File: config.mk
export PLATFORM = sky130hd
export DESIGN_NAME = bnn_frame_ctrl
export DESIGN_NICKNAME = d
export VERILOG_FILES = /design/src/rtl/bnn_frame_ctrl.sv
export SDC_FILE = /design/constraint.sdc
export NUM_CORES = 1
export LEC_CHECK = 0
export ABC_CLOCK_PERIOD_IN_PS = 4850
export CORE_ASPECT_RATIO = 1.4
export CORE_MARGIN = 3
export CORE_UTILIZATION = 41
export DETAILED_ROUTE_END_ITERATION = 6
export GPL_TIMING_DRIVEN = 0
export PLACE_DENSITY_LB_ADDON = 0.3
export SLEW_MARGIN = 20
export SYNTH_ARGS = -nofsm -noshare
export SYNTH_HDL_FRONTEND = slang
export SYNTH_SLANG_ARGS = --single-unit
File: constraint.sdc
create_clock -name clk -period 4.85 [get_ports clk]
set_input_delay 1.2125 -clock clk [delete_from_list [all_inputs] [get_ports clk]]
set_output_delay 1.2125 -clock clk [all_outputs]
set_load 0.03 [all_outputs]
File: src/rtl/bnn_frame_ctrl.sv
// bnn_frame_ctrl: host-side frame controller for the BNN accelerator.
// Each cs_n frame opens with one command byte:
//   0xA5 load image, 0x5A read result, 0xC3 clear.
// A load streams the packed 1-bit image into the buffer and then starts the
// engine. Inter-byte timeouts, short frames and bad commands latch sticky
// error flags. Only a clear command or rst resets those flags.
// Optional macro CHECKSUM_EN: the load ends with one extra XOR checksum byte.
//
// Ports:
//   clk, rst                     clock, asynchronous active-high reset
//   cs_n, rx_valid, rx_data      synchronised SPI select and received byte strobe
//   tx_data                      next byte to shift out (result or status)
//   buf_we/addr/wdata            image buffer write port
//   buf_clear, buf_clear_done    buffer clear request/acknowledge
//   infer_start/done/class       inference engine handshake
//   result_valid, state_o        result register valid, current state
//   err_timeout/frame/cksum      sticky error flags
//
// state   | meaning
// IDLE    | waiting for cs_n low
// CMD     | waiting for the command byte
// LOAD    | streaming image bytes (and checksum) into the buffer
// INFER   | engine started, waiting for infer_done
// RESULT  | result byte presented on tx_data until cs_n rises
// CLEAR   | buffer clear requested, waiting for buf_clear_done
// WAIT_CS | operation finished, waiting for cs_n high
// ERROR   | frame aborted, waiting for cs_n high
module bnn_frame_ctrl #(
   parameter int IMG_W          = 28,
   parameter int IMG_H          = 28,
   parameter int CLASS_W        = 4,
   parameter int TIMEOUT_CYCLES = 100000,
   localparam int NBYTES        = (IMG_W * IMG_H + 7) / 8,
   localparam int ADDR_W        = (NBYTES > 1) ? $clog2(NBYTES) : 1
) (
   input  logic               clk,
   input  logic               rst,
   input  logic               cs_n,
   input  logic               rx_valid,
   input  logic [7:0]         rx_data,
   output logic [7:0]         tx_data,
   output logic               buf_we,
   output logic [ADDR_W-1:0]  buf_addr,
   output logic [7:0]         buf_wdata,
   output logic               buf_clear,
   input  logic               buf_clear_done,
   output logic               infer_start,
   input  logic               infer_done,
   input  logic [CLASS_W-1:0] infer_class,
   output logic               result_valid,
   output logic [2:0]         state_o,
   output logic               err_timeout,
   output logic               err_frame,
   output logic               err_cksum
);

   localparam int CNT_W = $clog2(NBYTES + 1);
   localparam int TO_W  = $clog2(TIMEOUT_CYCLES + 1);
   localparam logic [CNT_W-1:0] CNT_NB  = CNT_W'(NBYTES);
   localparam logic [TO_W-1:0]  TO_LAST = TO_W'(TIMEOUT_CYCLES - 1);
`ifndef CHECKSUM_EN
   localparam logic [CNT_W-1:0] CNT_LAST = CNT_W'(NBYTES - 1);
`endif

   typedef enum logic [2:0] {
      S_IDLE = 3'd0, S_CMD = 3'd1, S_LOAD = 3'd2, S_INFER = 3'd3,
      S_RESULT = 3'd4, S_CLEAR = 3'd5, S_WAIT_CS = 3'd6, S_ERROR = 3'd7
   } state_t;

   state_t               state_q, state_d;
   logic [CNT_W-1:0]     count_q, count_d;
   logic [TO_W-1:0]      tout_q, tout_d;
   logic                 first_q, first_d;
   logic [CLASS_W-1:0]   result_q, result_d;
   logic                 rv_q, rv_d;
   logic                 err_t_q, err_t_d, err_f_q, err_f_d;
   logic                 we_q, we_d;
   logic [ADDR_W-1:0]    addr_q, addr_d;
   logic [7:0]           wdata_q, wdata_d;
   logic                 go_frame, go_timeout;
   logic [7:0]           res_byte;
`ifdef CHECKSUM_EN
   logic                 err_c_q, err_c_d, go_cksum;
   logic [7:0]           cksum_q, cksum_d;
`endif

   // state register
   always_ff @(posedge clk or posedge rst) begin
      if (rst) state_q <= S_IDLE;
      else     state_q <= state_d;
   end

   // next-state logic
   always_comb begin
      state_d    = state_q;
      go_frame   = 1'b0;
      go_timeout = 1'b0;
`ifdef CHECKSUM_EN
      go_cksum   = 1'b0;
`endif
      case (state_q)
         S_IDLE: if (!cs_n) state_d = S_CMD;
         S_CMD: begin
            if (cs_n) state_d = S_IDLE;
            else if (rx_valid) begin
               case (rx_data)
                  8'hA5:   state_d = S_LOAD;
                  8'h5A:   state_d = S_RESULT;
                  8'hC3:   state_d = S_CLEAR;
                  default: begin state_d = S_ERROR; go_frame = 1'b1; end
               endcase
            end
         end
         S_LOAD: begin
            // A byte arriving with the cs_n rise is accepted first, so a
            // completed image (or checksum) wins over the short-frame error.
`ifdef CHECKSUM_EN
            if (rx_valid && count_q == CNT_NB) begin
               if (rx_data == cksum_q) state_d = S_INFER;
               else begin state_d = S_ERROR; go_cksum = 1'b1; end
            end else
`else
            if (rx_valid && count_q == CNT_LAST) state_d = S_INFER;
            else
`endif
            if (cs_n) begin
               state_d  = S_ERROR;
               go_frame = 1'b1;
            end else if (!rx_valid && tout_q == TO_LAST) begin
               state_d    = S_ERROR;
               go_timeout = 1'b1;
            end
         end
         S_INFER:  if (!first_q && infer_done) state_d = S_WAIT_CS;
         S_CLEAR:  if (buf_clear_done) state_d = S_WAIT_CS;
         S_RESULT, S_WAIT_CS, S_ERROR: if (cs_n) state_d = S_IDLE;
         default:  state_d = S_IDLE;
      endcase
   end

   // datapath next values
   always_comb begin
      count_d  = count_q;
      tout_d   = tout_q;
      result_d = result_q;
      rv_d     = rv_q;
      err_t_d  = err_t_q | go_timeout;
      err_f_d  = err_f_q | go_frame;
      we_d     = 1'b0;
      addr_d   = addr_q;
      wdata_d  = wdata_q;
      first_d  = (state_d == S_INFER) && (state_q != S_INFER);
`ifdef CHECKSUM_EN
      err_c_d  = err_c_q | go_cksum;
      cksum_d  = cksum_q;
`endif
      if (state_q == S_CMD && state_d == S_LOAD) begin
         count_d = '0;
         tout_d  = '0;
         rv_d    = 1'b0;
`ifdef CHECKSUM_EN
         cksum_d = '0;
`endif
      end
      if (state_q == S_LOAD) begin
         if (rx_valid) begin
            tout_d = '0;
            // the checksum byte (count == NBYTES) is never written
            if (count_q < CNT_NB) begin
               we_d    = 1'b1;
               addr_d  = count_q[ADDR_W-1:0];
               wdata_d = rx_data;
               count_d = count_q + 1'b1;
`ifdef CHECKSUM_EN
               cksum_d = cksum_q ^ rx_data;
`endif
            end
         end else begin
            tout_d = tout_q + 1'b1;
         end
      end
      if (state_q == S_INFER && !first_q && infer_done) begin
         result_d = infer_class;
         rv_d     = 1'b1;
      end
      if (state_q == S_CLEAR && buf_clear_done) begin
         rv_d    = 1'b0;
         err_t_d = 1'b0;
         err_f_d = 1'b0;
`ifdef CHECKSUM_EN
         err_c_d = 1'b0;
`endif
      end
   end

   always_ff @(posedge clk or posedge rst) begin
      if (rst) begin
         count_q  <= '0;
         tout_q   <= '0;
         first_q  <= 1'b0;
         result_q <= '0;
         rv_q     <= 1'b0;
         err_t_q  <= 1'b0;
         err_f_q  <= 1'b0;
         we_q     <= 1'b0;
         addr_q   <= '0;
         wdata_q  <= '0;
`ifdef CHECKSUM_EN
         err_c_q  <= 1'b0;
         cksum_q  <= '0;
`endif
      end else begin
         count_q  <= count_d;
         tout_q   <= tout_d;
         first_q  <= first_d;
         result_q <= result_d;
         rv_q     <= rv_d;
         err_t_q  <= err_t_d;
         err_f_q  <= err_f_d;
         we_q     <= we_d;
         addr_q   <= addr_d;
         wdata_q  <= wdata_d;
`ifdef CHECKSUM_EN
         err_c_q  <= err_c_d;
         cksum_q  <= cksum_d;
`endif
      end
   end

`ifdef CHECKSUM_EN
   assign err_cksum = err_c_q;
`else
   assign err_cksum = 1'b0;
`endif
   assign err_timeout  = err_t_q;
   assign err_frame    = err_f_q;
   assign result_valid = rv_q;
   assign buf_we       = we_q;
   assign buf_addr     = addr_q;
   assign buf_wdata    = wdata_q;

   // outputs
   always_comb begin
      state_o     = state_q;
      infer_start = (state_q == S_INFER) && first_q;
      buf_clear   = (state_q == S_CLEAR) && !buf_clear_done;
      res_byte    = '0;
      res_byte[7] = rv_q;
      res_byte[CLASS_W-1:0] = result_q;
      if (state_q == S_RESULT) tx_data = res_byte;
      else tx_data = {state_q, 2'b00, err_t_q, err_f_q, err_cksum};
   end

endmodule

==> results.tsv, run 1 <==
metric	value	unit
status	finished, final reports clean	
cts-htree-levels	2	
power_leakage	1.46	nW
ir_drop	0.233	mV
maxSlewHeadroom	57.2	%
min-delay-start	buf_wdata[5]$_DFFE_PP0P_	
reg2reg_slack	2.76	ns
r2r-end	first_q$_DFF_PP0_	
grt_antenna_before_repair	0	
post_synth_num_cell_types	58	
finalSetupViolations	0	
tightest_slew	0.636	ns
vias	2300	
hold_path_depth	2	
die_w	74.1	um
hold_path_end	buf_wdata[5]$_DFFE_PP0P_	
clk_pin_slew	0.09	ns
async_reset_ff_share	100	%
place_hpwl	4550	um
row_count	34	
finalMaxSlewViolations	0	
clock_latency	0.31	ns
grt_overflow	0	
holdBufCountCts	0	
synth_compound_area_share	13.7	%
finalNonFillerCells	417	
start_kind	primary input	
ant_nets	0	
hold_path_class	reg2reg	
ios	51	
drc	0	
synth_edf_count	0	
cts_tree	done	
die_h	101	um
cts_resized	0	
skew	0.0104	ns
worst_ep_arrival_time	2.61	ns
finalHoldViolations	0	
cts_root_buf	clkbuf_8	
synth_mux_area_share	2.92	%
firstDrtPassIters	4	
post-cts-setup-buffers	0	
synth_top_family_by_area	simple AND/OR/NAND/NOR gates	
synth_area_per_cell	9.26	um2
grt_pass1_vias	2210	
core_area	6250	um2
first_iter_violations	122	
antennaDiodeCount	0	
drive_gt1_share	11.6	%
synthCells	287	
end_kind	output pin	
yosys.area_share.simple	28.1	%
wire_per_inst	14.8	um
viasPerCell	5.52	
clock_tree.buffer_depth	2	
ys.flop_type	dfrtp_1	
ys_seq_area_share	48.0	%
r2r-start	count_q[0]$_DFF_PP0_	
start_util	42.5	%
path_max_fanout	3	
grt_pass1_wl	10200	um
grt_max_degree	28	
r2r_cells	6	
portBuffers	47	
crit_required	3.64	ns
synth_area	2660	um2
synth-xor-area-share	1.32	%
numCtsBuffers	5	
place_inst	409	
setup_tns	0	ns
power.density	502	nW/um2
finalWeightedCongestion	0.795	
yosysWarnings	0	
wl	6160	um
nets	365	
max_cap_viol_count	0	
ys_ff_latch	51	
grt_use_total	17.0	%
fin_crit	3.82	ns
synthAdderAreaFrac	1.41	%
finalCritPeriodShare	78.8	%
crit_type	in2out	
area_growth	26.5	%
dieArea	7500	um2
rsz0062_at_grt	no	
cts_sinks	51	
fmax	262	MHz
area by class of cell:
type	count	area (um2)
Timing Repair Buffer	49	518
Buffer	15	86.3
Clock inverter	3	25.0
Clock buffer	5	68.8
Multi-Input combinational cell	214	1270
Tap cell	72	90.1
Sequential cell	51	1280
Fill cell	574	2890
Inverter	8	30.0
routing by layer:
metal,up-vias,track usage [%],part of all wire [%]
met4,0,4.88,1.1
met2,52,29.4,51
li1,1126,-,-
met5,-,0,0
met3,5,2.78,4.6
met1,1117,21.7,43
critical path: stages:
cell             delay, ns
clkdlybuf4s50_1       0.45
nor3b_1               0.24
clkdlybuf4s50_1       0.70
synthesized netlist by cell type, drive strengths merged (2+ instances only):
master / instances / area share [%]
nand3b: 2 / 0.56
o21ai: 32 / 6.0
clkbuf: 5 / 0.71
o41ai: 2 / 0.66
a22o: 2 / 0.66
nand2: 62 / 8.8
a21boi: 3 / 0.85
nand4b: 2 / 0.66
nor4: 5 / 1.4
ha: 3 / 1.4
nand2b: 2 / 0.47
nand3: 12 / 2.3
and4bb: 4 / 1.9
mux2: 6 / 2.5
nor3b: 2 / 0.75
inv: 8 / 1.1
buf: 10 / 2.5
nor3: 3 / 0.56
o31ai: 3 / 0.85
nand4: 6 / 1.6
a21oi: 5 / 0.94
nand4bb: 2 / 0.85
xor2: 3 / 0.99
a2111oi: 2 / 0.66
dfrtp: 51 / 48
o22a: 2 / 0.66
nor2: 20 / 2.9
and2: 3 / 0.71
and3: 4 / 0.94
and4: 3 / 0.99
a211oi: 2 / 0.56
worst max path at each step:
stage	startpoint	end	slack, ns	depth (start not counted)
2_1_floorplan	buf_clear_done	buf_clear	1.69	1
3_3_place_gp	buf_clear_done	buf_clear	1.03	3
3_5_place_dp	buf_clear_done	buf_clear	1.01	3
4_1_cts	buf_clear_done	buf_clear	1.01	3
5_1_grt	buf_clear_done	buf_clear	0.96	3
6_report	buf_clear_done	buf_clear	1.03	3
sequential cells by signal, indices dropped and copies added, names as in the netlist:
register      flops
buf_addr          7
buf_wdata         8
buf_we            1
count_q           7
err_frame         1
err_timeout       1
first_q           1
result_q          4
result_valid      1
state_o           3
tout_q           17
cell families (layout without fill, tap and decap cells):
group                      Yosys count  after routing
AOI/OAI and AO/OA                   59             59
xor gates and xnor gates             4              4
adders and majority gates            3              3
buffers and inverters               23             80
DFF                                 51             51
muxes                                7              7
other                                1              2
and+or+nand+nor                    139            139
metrics by stage:
step           setup WS [ns]  utilization [%]  total power (W)  hold WS [ns]  area, um2
6_report                1.03             53.8          0.00169         0.479       3360
5_1_grt                0.965             53.8          0.00180         0.507       3360
4_1_cts                 1.01             53.8          0.00171         0.486       3360
3_5_place_dp            1.01             52.3          0.00145         0.461       3270
3_3_place_gp            1.03             51.5          0.00143         0.458       3220
2_1_floorplan           1.69                -          0.00114         0.469       2660
power by group:
group	leakage (nW)	total, W	internal, W	switching (W)
combinational	0.745	0.000805	0.000348	0.000457
sequential	0.673	0.000627	0.000536	0.0000907
clock	0.0443	0.000256	0.000103	0.000152
total	1.46	0.00169	0.000988	0.000699
layout by cell type, fill, tap and decap left out, types with 3 or more instances in the layout:
cell type        instances
nor2_1                  19
and3_1                   4
ha_1                     3
xor2_1                   3
nand4_1                  5
nor4_1                   4
clkdlybuf4s50_1         47
clkbuf_8                 5
mux2_2                   6
inv_2                    3
and4_1                   3
o21ai_1                  8
o31ai_1                  3
buf_2                    6
inv_1                    5
o21ai_0                 24
and4bb_2                 3
a21oi_1                  5
clkbuf_1                 5
nand3_1                 12
nand2_1                 62
nor3_1                   3
dfrtp_1                 51
(Power assumes the default switching activity.)
==> run 2: changes to the inputs <==
ABC_CLOCK_PERIOD_IN_PS = 3200   (was 4850)
clock period = 3.2 ns   (was 4.85 ns; I/O delays follow)
==> results of run 2 <==
The final DEF is identical to that of run 1. Status: finished, final reports clean.
Among the figures that moved: setup slack after placement 1.01 ns -> 0.186 ns; setup slack after layout 1.03 ns -> 0.140 ns; start point of the critical path buf_clear_done -> state_o[2]$_DFF_PP0_; end point of the critical path buf_clear -> tx_data[1]; register-to-register setup slack 2.76 ns -> 1.11 ns; total power 0.00169 W -> 0.00256 W; worst IR drop on VDD 0.233 mV -> 0.353 mV
==> run 3: changes to the inputs <==
CORE_MARGIN = 10   (was 3)
MAX_ROUTING_LAYER = met4   (was unset)
==> results.tsv, run 3 (synthesis gave the netlist of run 1 again) <==
metric	value	unit	change
status	finished, final reports clean		
antennaDiodeCount	0		unchanged
vias	2254		-2.0%
post-cts-setup-buffers	0		unchanged
nets	364		-0.27%
start_kind	primary input		
clock_tree.buffer_depth	2		unchanged
wl	6530	um	+6.0%
end_kind	output pin		
die_h	115	um	+14%
crit_type	in2out		
wire_per_inst	15.7	um	+6.2%
hold_ws	0.479	ns	+0.000439 ns
tightest_slew	0.584	ns	-0.0523 ns
finalMaxSlewViolations	0		unchanged
path_max_fanout	3		
power_leakage	1.47	nW	+0.50%
core_area	6250	um2	unchanged
fin_ws	0.186	ns	
grt_max_degree	28		unchanged
hold_path_depth	2		unchanged
largest_register_ffs	17		unchanged
cts_root_buf	clkbuf_8		
grt_antenna_before_repair	0		unchanged
die_w	88.1	um	+19%
finalHoldViolations	0		unchanged
clk_pin_slew	0.09	ns	about the same
maxSlewHeadroom	61.0	%	+3.8 points
max_cap_viol_count	0		unchanged
final_cell_mix	nand2_1 (62), dfrtp_1 (51), clkdlybuf4s50_1 (47)		
cts_sinks	51		unchanged
finalSetupViolations	0		unchanged
area_growth	26.4	%	about the same
grt_use_total	13.6	%	-3.4 points
grt_pass1_vias	2322		+5.1%
ios	51		unchanged
place_hpwl	4880	um	+7.2%
clock_latency	0.31	ns	about the same
finalCritPeriodShare	94.2	%	
grt_overflow	0		unchanged
multi_input_area	1270	um2	unchanged
regArea	1280	um2	unchanged
drive_gt1_share	11.6	%	+0.034 points
start_util	42.5	%	unchanged
drc	0		unchanged
r2r_cells	6		unchanged
first_iter_violations	160		+31%
final_common_cell	nand2_1		
numCtsBuffers	5		unchanged
portBuffers	47		unchanged
cts_tree	done		
ant_nets	0		unchanged
hold_path_class	reg2reg		
fmax	332	MHz	
fillers	573		-0.17%
viasPerCell	5.42		-1.8%
dieArea	10200	um2	+35%
cts-htree-levels	2		unchanged
skew	0.00983	ns	-0.000560 ns
post-route-util	53.8	%	about the same
row_count	34		unchanged
ir_drop	0.369	mV	
pre_cts_ws	0.179	ns	
firstDrtPassIters	4		unchanged
fin_crit	3.01	ns	
setup_tns	0	ns	unchanged
grt_pass1_wl	11100	um	+8.4%
crit_required	2.40	ns	
worst_ep_arrival_time	2.21	ns	
place_inst	408		-0.24%
finalNonFillerCells	416		-0.24%
largest_register	tout_q		
rsz0062_at_grt	no		
finalWeightedCongestion	0.829		+4.3%
power.density	788	nW/um2	
==> run 3: per-layer routing <==
layer	global-route usage, %	wire (um)	vias up
met2	22.6	3350	39
met5	-	0	-
li1	-	-	1122
met4	3.57	66	0
met3	2.97	340	8
met1	16.2	2780	1085
==> run 3: through the flow <==
step,total power (W),cell area [um2]
6_report,0.00265,3360
3_5_place_dp,0.00220,3240
5_1_grt,0.00282,3360
4_1_cts,0.00268,3360
3_3_place_gp,0.00218,3220
2_1_floorplan,0.00173,2660
==> run 3: worst max-delay path, cell delays in order <==
cell and delay (ns):
clkdlybuf4s50_1 0.46, nor3b_1 0.24, clkdlybuf4s50_1 0.71
==> run 3: layout make-up <==
cell class                      instances  share of cell area [%]
Buffer                                 15                    2.61
Clock buffer                            6                    2.46
Clock inverter                          2                    1.04
Inverter                                8                   0.893
Multi-Input combinational cell        214                    37.8
Sequential cell                        51                    38.0
Tap cell                               72                    2.68
Timing Repair Buffer                   48                    14.6
==> run 3: final timing paths <==
| kind | from | to | slack [ns] |
|---|---|---|---|
| worst max-delay path | buf_clear_done | buf_clear | 0.19 |
| worst min-delay path | buf_wdata[6]$_DFFE_PP0P_ | buf_wdata[6]$_DFFE_PP0P_ | 0.48 |
| worst max register to register | count_q[0]$_DFF_PP0_ | first_q$_DFF_PP0_ | 1.09 |
| worst min register to register | buf_wdata[6]$_DFFE_PP0P_ | buf_wdata[6]$_DFFE_PP0P_ | 0.48 |
| max in group asynchronous | rst | first_q$_DFF_PP0_ | 1.78 |
| min in group asynchronous | rst | buf_addr[4]$_DFFE_PP0P_ | 0.87 |
==> run 3: repair_timing <==
| item | in CTS | in global routing |
|---|---|---|
| resized for setup | 0 | 2 |
| endpoints found under the setup margin | 0 | 2 |
| hold buffers | 0 | 0 |
==> run 3: power breakdown <==
| part | internal (W) | switching [W] | leakage [nW] |
|---|---|---|---|
| registers | 0.000813 | 0.000138 | 0.673 |
| logic | 0.000526 | 0.000702 | 0.736 |
| clock network | 0.000253 | 0.000218 | 0.0612 |
| total | 0.00159 | 0.00106 | 1.47 |
